**src/rtl/memory.sv**
```systemverilog
// ---------------------------------------------------------------------------
// memory -- operand/operator storage for the BCD calculator datapath.
//
// Builds operand 1 (save1) and operand 2 (save2) from keypad digits by a
// BCD left shift, latches the selected operator (shown one-hot on op_out)
// and reloads save1 with the ALU result on "=" so results can be chained.
// No arithmetic is done here; data stays BCD throughout.
//
// Ports:
//   clk           in   1  system clock, rising edge
//   rst           in   1  asynchronous active-high reset
//   num           in   4  keypad digit (BCD); 10..15 are ignored
//   res           in   W  ALU result (BCD), loaded on equ_enable
//   operator      in   2  00 add, 01 sub, 10 mul, 11 div
//   clear_enable  in   1  synchronous clear of all stored state
//   equ_enable    in   1  "=": save1<=res, save2<=0, operator cleared
//   save_enable   in   2  01 digit->save1, 11 digit->save2, 10 latch op
//   op_enable     in   1  latch operator regardless of save_enable
//   save1         out  W  operand 1
//   save2         out  W  operand 2
//   op_out        out  4  one-hot operator, 0000 when none stored
//
// Configuration macro MEM_DIGIT_LIMIT_EN:
//   defined   -> digits entered into a full operand are ignored
//                (the first NUM_DIGITS digits are kept)
//   undefined -> entry always shifts, dropping the most significant digit
// ---------------------------------------------------------------------------
module memory #(
    parameter int NUM_DIGITS = 4,
    parameter int W          = 4 * NUM_DIGITS
) (
    input  logic         clk,
    input  logic         rst,
    input  logic [3:0]   num,
    input  logic [W-1:0] res,
    input  logic [1:0]   operator,
    input  logic         clear_enable,
    input  logic         equ_enable,
    input  logic [1:0]   save_enable,
    input  logic         op_enable,
    output logic [W-1:0] save1,
    output logic [W-1:0] save2,
    output logic [3:0]   op_out
);

    localparam int CW = $clog2(NUM_DIGITS + 1);
    localparam logic [CW-1:0] CNT_FULL = CW'(NUM_DIGITS);

    logic [CW-1:0] cnt1;
    logic [CW-1:0] cnt2;

    logic digit_ok;
    logic wr1;
    logic wr2;
    logic op_latch;

    function automatic logic [3:0] onehot(input logic [1:0] code);
        logic [3:0] r;
        r = 4'b0000;
        r[code] = 1'b1;
        return r;
    endfunction

    assign digit_ok = (num <= 4'd9);

    // With the digit limit enabled, a full operand refuses further digits.
`ifdef MEM_DIGIT_LIMIT_EN
    assign wr1 = digit_ok && (save_enable == 2'b01) && (cnt1 != CNT_FULL);
    assign wr2 = digit_ok && (save_enable == 2'b11) && (cnt2 != CNT_FULL);
`else
    assign wr1 = digit_ok && (save_enable == 2'b01);
    assign wr2 = digit_ok && (save_enable == 2'b11);
`endif

    assign op_latch = (save_enable == 2'b10) || op_enable;

    always_ff @(posedge clk or posedge rst) begin
        if (rst) begin
            save1  <= '0;
            save2  <= '0;
            op_out <= '0;
            cnt1   <= '0;
            cnt2   <= '0;
        end else if (clear_enable) begin
            save1  <= '0;
            save2  <= '0;
            op_out <= '0;
            cnt1   <= '0;
            cnt2   <= '0;
        end else if (equ_enable) begin
            // Result becomes a full-length operand 1 for chaining.
            save1  <= res;
            cnt1   <= CNT_FULL;
            save2  <= '0;
            cnt2   <= '0;
            op_out <= '0;
        end else begin
            if (wr1) begin
                save1 <= {save1[W-5:0], num};
                if (cnt1 != CNT_FULL) cnt1 <= cnt1 + 1'b1;
            end
            if (wr2) begin
                save2 <= {save2[W-5:0], num};
                if (cnt2 != CNT_FULL) cnt2 <= cnt2 + 1'b1;
            end
            // Operator latch may coincide with a digit entry.
            if (op_latch) op_out <= onehot(operator);
        end
    end

endmodule

```
**config.mk**
```make
export PLATFORM = sky130hd
export DESIGN_NAME = memory
export DESIGN_NICKNAME = d
export VERILOG_FILES = /design/src/rtl/memory.sv
export SDC_FILE = /design/constraint.sdc
export NUM_CORES = 1
export LEC_CHECK = 0
export CAP_MARGIN = 15
export CORE_MARGIN = 2
export CORE_UTILIZATION = 44
export DETAILED_ROUTE_END_ITERATION = 12
export PLACE_DENSITY = 0.84
export RECOVER_POWER = 100
export SETUP_SLACK_MARGIN = 0.05
export SLEW_MARGIN = 25
export SYNTH_ARGS = -nofsm -noshare
export SYNTH_HDL_FRONTEND = slang
export SYNTH_SLANG_ARGS = --single-unit
```
**constraint.sdc**
```tcl
create_clock -name clk -period 1.3 [get_ports clk]
set_clock_uncertainty 0.05 [all_clocks]
set_input_delay 0.325 -clock clk [delete_from_list [all_inputs] [get_ports clk]]
set_output_delay 0.325 -clock clk [all_outputs]
set_load 0.02 [all_outputs]
```
Word-level counts from Yosys, hierarchy flattened:

Cells that the tools add are included.

* magnitude comparators: 3
* eq/ne operators: 3
* multiplexer cells: 11
* reductions and logical operators: 7

Operators by type and width (number)
* 16-bit two-way mux: 6
* 4-bit two-way mux: 3
* 3-bit nonzero test: 3
* 2-bit equality test, second input constant: 2
* 4-bit less-or-equal comparator, second input constant: 1
* 1-bit logical AND: 3
* 2-bit by 3-bit < comparator with 1-bit output, second input constant: 1
* 1-bit demux with 2-bit select: 1
* 2-bit by 1-bit equality test with 1-bit output, second input constant: 1
* 2-bit by 1-bit greater-or-equal comparator with 1-bit output, second input constant: 1
* 1-bit logical OR: 1
* 1-bit two-way mux: 1

* register bits after elaboration: 36
* input bits: 29

Logic depth before layout (Yosys ltp):

Gate-level depths: netlist of run 1.

* word-level depth: 7
* depth in mapped cells: 5

Least setup slack after synthesis of run 1:

Ideal clock, no wire load.

* path kind: input to register
* start: in clear_enable
* end: reg op_out[0]
* library setup time: 125 ps
* arrival time: 1269 ps
* required time: 1125 ps
* setup slack: -144 ps
* stages on the path: 4
* buffers on the path: 1
* cells stage by stage: buf_2 > or2_4 > nor3_4 > mux2_2

* cells in the longest elaborated chain, start to end: 1
* elaborated cells on any way between the ends: 2
* classes of those cells: mux (1); reduce/logical (1)

Ends and longest elaborated chain
* from (decl): RTL line 37 `input logic clear_enable,`
* 3-bit nonzero test (no line) or 4-bit two-way mux (tied branches)
* to (signal assigned): RTL line 107 `if (op_latch) op_out <= onehot(operator);`
* to (decl): RTL line 43 `output logic [3:0] op_out`

Several ways; a longest one is shown, not always the timed one.
A chain may end at the register's enable or synchronous reset.

Worst setup path after layout of run 1:

* start: in num[2]
* end: reg save1[5]

* cells in the longest elaborated chain, start to end: 3

Ends and longest elaborated chain
* from (decl): RTL line 34 `input logic [3:0] num,`
* 4-bit less-or-equal comparator: RTL line 64 `assign digit_ok = (num <= 4'd9);`
* 1-bit logical AND: RTL line 71 `assign wr1 = digit_ok && (save_enable == 2'b01);`
* 3-bit nonzero test (no line)
* to (signal assigned): RTL line 92 `save1 <= res;`
* to (signal assigned): RTL line 99 `save1 <= {save1[W-5:0], num};`
* to (decl): RTL line 41 `output logic [W-1:0] save1,`

No other way between the ends.

==> results of run 1 <==
==> cells in the mapped netlist <==
master	instances	area [um^2]
and2b_1	1	7.51
nor2b_1	1	6.26
o21a_1	1	7.51
nor3_4	1	16.3
clkbuf_2	3	15.0
buf_6	1	11.3
o21ai_1	1	5.00
or2_4	1	8.76
nor3_1	1	5.00
a21oi_1	18	90.1
nor3b_1	3	22.5
nand2b_1	1	6.26
nor4bb_1	1	10.0
a221oi_1	16	140
inv_1	17	63.8
buf_1	1	3.75
a31oi_1	14	87.6
nand3_1	16	80.1
o21ai_0	32	160
and2_1	1	6.26
buf_4	2	15.0
buf_2	6	30.0
nand2_1	1	3.75
mux2_2	4	45.0
clkbuf_1	6	22.5
dfrtp_1	36	901
==> critical path, delay by kind of cell <==
family	cells	cell delay, ps
AO/OA/AOI/OAI	3	790
buffers and inverters	2	290
==> through the flow <==
step / setup slack [ps] / util [%]
after detailed placement: -588 / 68.4
after floorplan: -137 / -
after global routing: 14.0 / 66.5
after CTS: 52.7 / 66.6
final: -10.5 / 66.5
after global placement: -543 / 68.4
==> layer usage <==
metal	GRT usage [%]	vias up
li1	-	864
met1	32.0	920
met2	38.4	66
met3	4.83	10
met4	9.44	0
met5	0	-
==> cell type report <==
| class | instances | area [um^2] |
|---|---|---|
| flip-flops and latches | 36 | 901 |
| fillers | 331 | 1320 |
| clock buffers | 8 | 90.1 |
| repair buffers | 102 | 761 |
| inverters | 17 | 63.8 |
| well taps | 50 | 62.6 |
| multi-input cells | 114 | 742 |
==> power breakdown <==
part           switching (mW)  internal, mW  leakage [nW]
registers              0.0236          1.16         0.486
logic                   0.284         0.238         0.727
clock network           0.378         0.432        0.0455
==> kinds of logic (layout without fill, tap and decap cells) <==
group	after synthesis	in the layout	share of synthesized area, %
and+or+nand+nor	28	28	9.75
DFF	36	36	50.9
buffers and inverters	36	127	9.12
AOI/OAI and AO/OA	82	82	27.7
muxes	4	4	2.54
==> sequential cells by signal (all words and copies together), names as in the netlist <==
name and cells:
save2 16, op_out 4, save1 16
==> how the worst max path moves through the flow <==
stage,from,to,cells past startpoint
final,num[2],save1[5]$_DFFE_PP0P_,5
after global routing,num[2],save1[5]$_DFFE_PP0P_,5
after CTS,save_enable[1],op_out[3]$_DFFE_PP0P_,5
after detailed placement,clear_enable,op_out[0]$_DFFE_PP0P_,4
after global placement,clear_enable,op_out[0]$_DFFE_PP0P_,4
after floorplan,equ_enable,op_out[0]$_DFFE_PP0P_,4
==> what timing repair did <==
item,CTS,global route
cloned,0,1
setup buffers,2,0
hold buffers,0,0
endpoints found under the setup margin,72,27
gates resized for setup,166,20
pin swaps,5,7
==> results.yml, run 1 <==
run_status:
  status: "complete, but fails checks"
  violations: "setup timing"
worst_setup_path:
  worstPathCellList: "clkbuf_1 > o21ai_2 > buf_12 > a31oi_1 > a221oi_1"
  path_class: "in2reg"
  reg2reg_setup_slack_ps: 150
  r2r-end: "save1[5]$_DFFE_PP0P_"
  worstRegToRegCells: 3
  slowest_stage: "a221oi_1"
  worst_setup_path_start_kind: "input pin"
  critPathMaxStageDelay_ps: 400
  critPathRequiredTime_ps: 1400
  cp_data_arrival_time_ps: 1410
  r2r-start: "save1[5]$_DFFE_PP0P_"
  end_kind: "register"
  path_max_fanout: 7
pwr:
  powerDensity_nw_per_um2: 960
  vdd_ir_drop_max_mv: 0.516
  power.total_mw: 2.52
  p_leak_nw: 1.26
global_route:
  grt_max_degree: 37
  grt_overflow: 0
  grt_pass1_vias: 1707
  grtUsageTotal_pct: 24.0
  antenna_found_initial: 0
  grt_pass1_wl_mm: 8.15
logic_synthesis:
  synth_fp_nets: 215
  yosys_warnings: 0
  netlist_instances: 186
  avgSynthCellArea_um2: 9.52
  synthesis.area_um2: 1770
  synthDistinctLibCells: 26
  ys_seq_elements: 36
  ys_seq_area_share_pct: 50.9
sta:
  setup_violations: 1
  min_period_over_period_pct: 101
  rsz0062_at_grt: "no"
  tightest_slew_ps: 487
  finalCriticalPeriod_ps: 1310
  slew_violations: 0
  hold_viol_final: 0
  whs_ps: 306
  fmax_mhz: 763
  setup_ws_ps: -10.5
  setup_tns_ps: -10.5
  maxSlewHeadroom_pct: 67.5
min_path:
  hold_path.class: "in2reg"
  min_to: "save2[2]$_DFFE_PP0P_"
  min_from: "num[2]"
  hold_depth: 3
place:
  dp.final_hpwl_mm: 3.47
  gp_congestion: 0.776
  io_buffer_count: 64
  placedCellCount: 316
  place_area_um2: 2700
clocking:
  tritoncts: "yes"
  clkLatencyLatePin_ps: 290
  cts_max_level: 2
  clk_path_buf_depth: 2
  clk_transition_reported_paths_ps: 70
  cts_buffers: 5
  clockRootBuffer: "clkbuf_8"
  clock-sinks: 36
cells_and_area:
  area_delta_synth_final_pct: 48.0
  layout_commonest_cell: "clkbuf_2"
  diodes: 0
  layout_common_cells: "clkbuf_2, dfrtp_1, buf_4, o21ai_0, clkdlybuf4s50_1"
  layout-drive-gt1-share_pct: 35.0
  fin_cells: 327
  finish.instance_area_um2: 2620
  fin_nets: 305
routing:
  ant_nets: 0
  drt-met1-wl_mm: 2.17
  drc: 0
  first_pass_iters: 4
  vias: 1860
  wl_met2_mm: 2.72
  dr_wl_met3_um: 271
  routed_wl_mm: 5.26
  routedWlPerCell_um: 16.1
  highest_layer: "met4"
  drt-initial-drc-count: 164
  viasPerCell: 5.69
floorplanning:
  chipWidth_um: 67.4
  start_util_pct: 44.9
  die_h_um: 67.4
  design.die.area_um2: 4550
  num_rows: 23
  io_pins: 65
  coreArea_um2: 3940
run:
  drv_cap: 0
Power figures use the tool's default switching activity.
==> run 2, diff against run 1 <==
--- a/config.mk
+++ b/config.mk
@@ -8,6 +8,7 @@
 export CAP_MARGIN = 15
 export CORE_MARGIN = 2
 export CORE_UTILIZATION = 44
+export CTS_CLUSTER_DIAMETER = 200
 export DETAILED_ROUTE_END_ITERATION = 12
 export PLACE_DENSITY = 0.84
 export RECOVER_POWER = 100
==> results of run 2 <==
The final DEF is identical to that of run 1; final timing and power are the same.
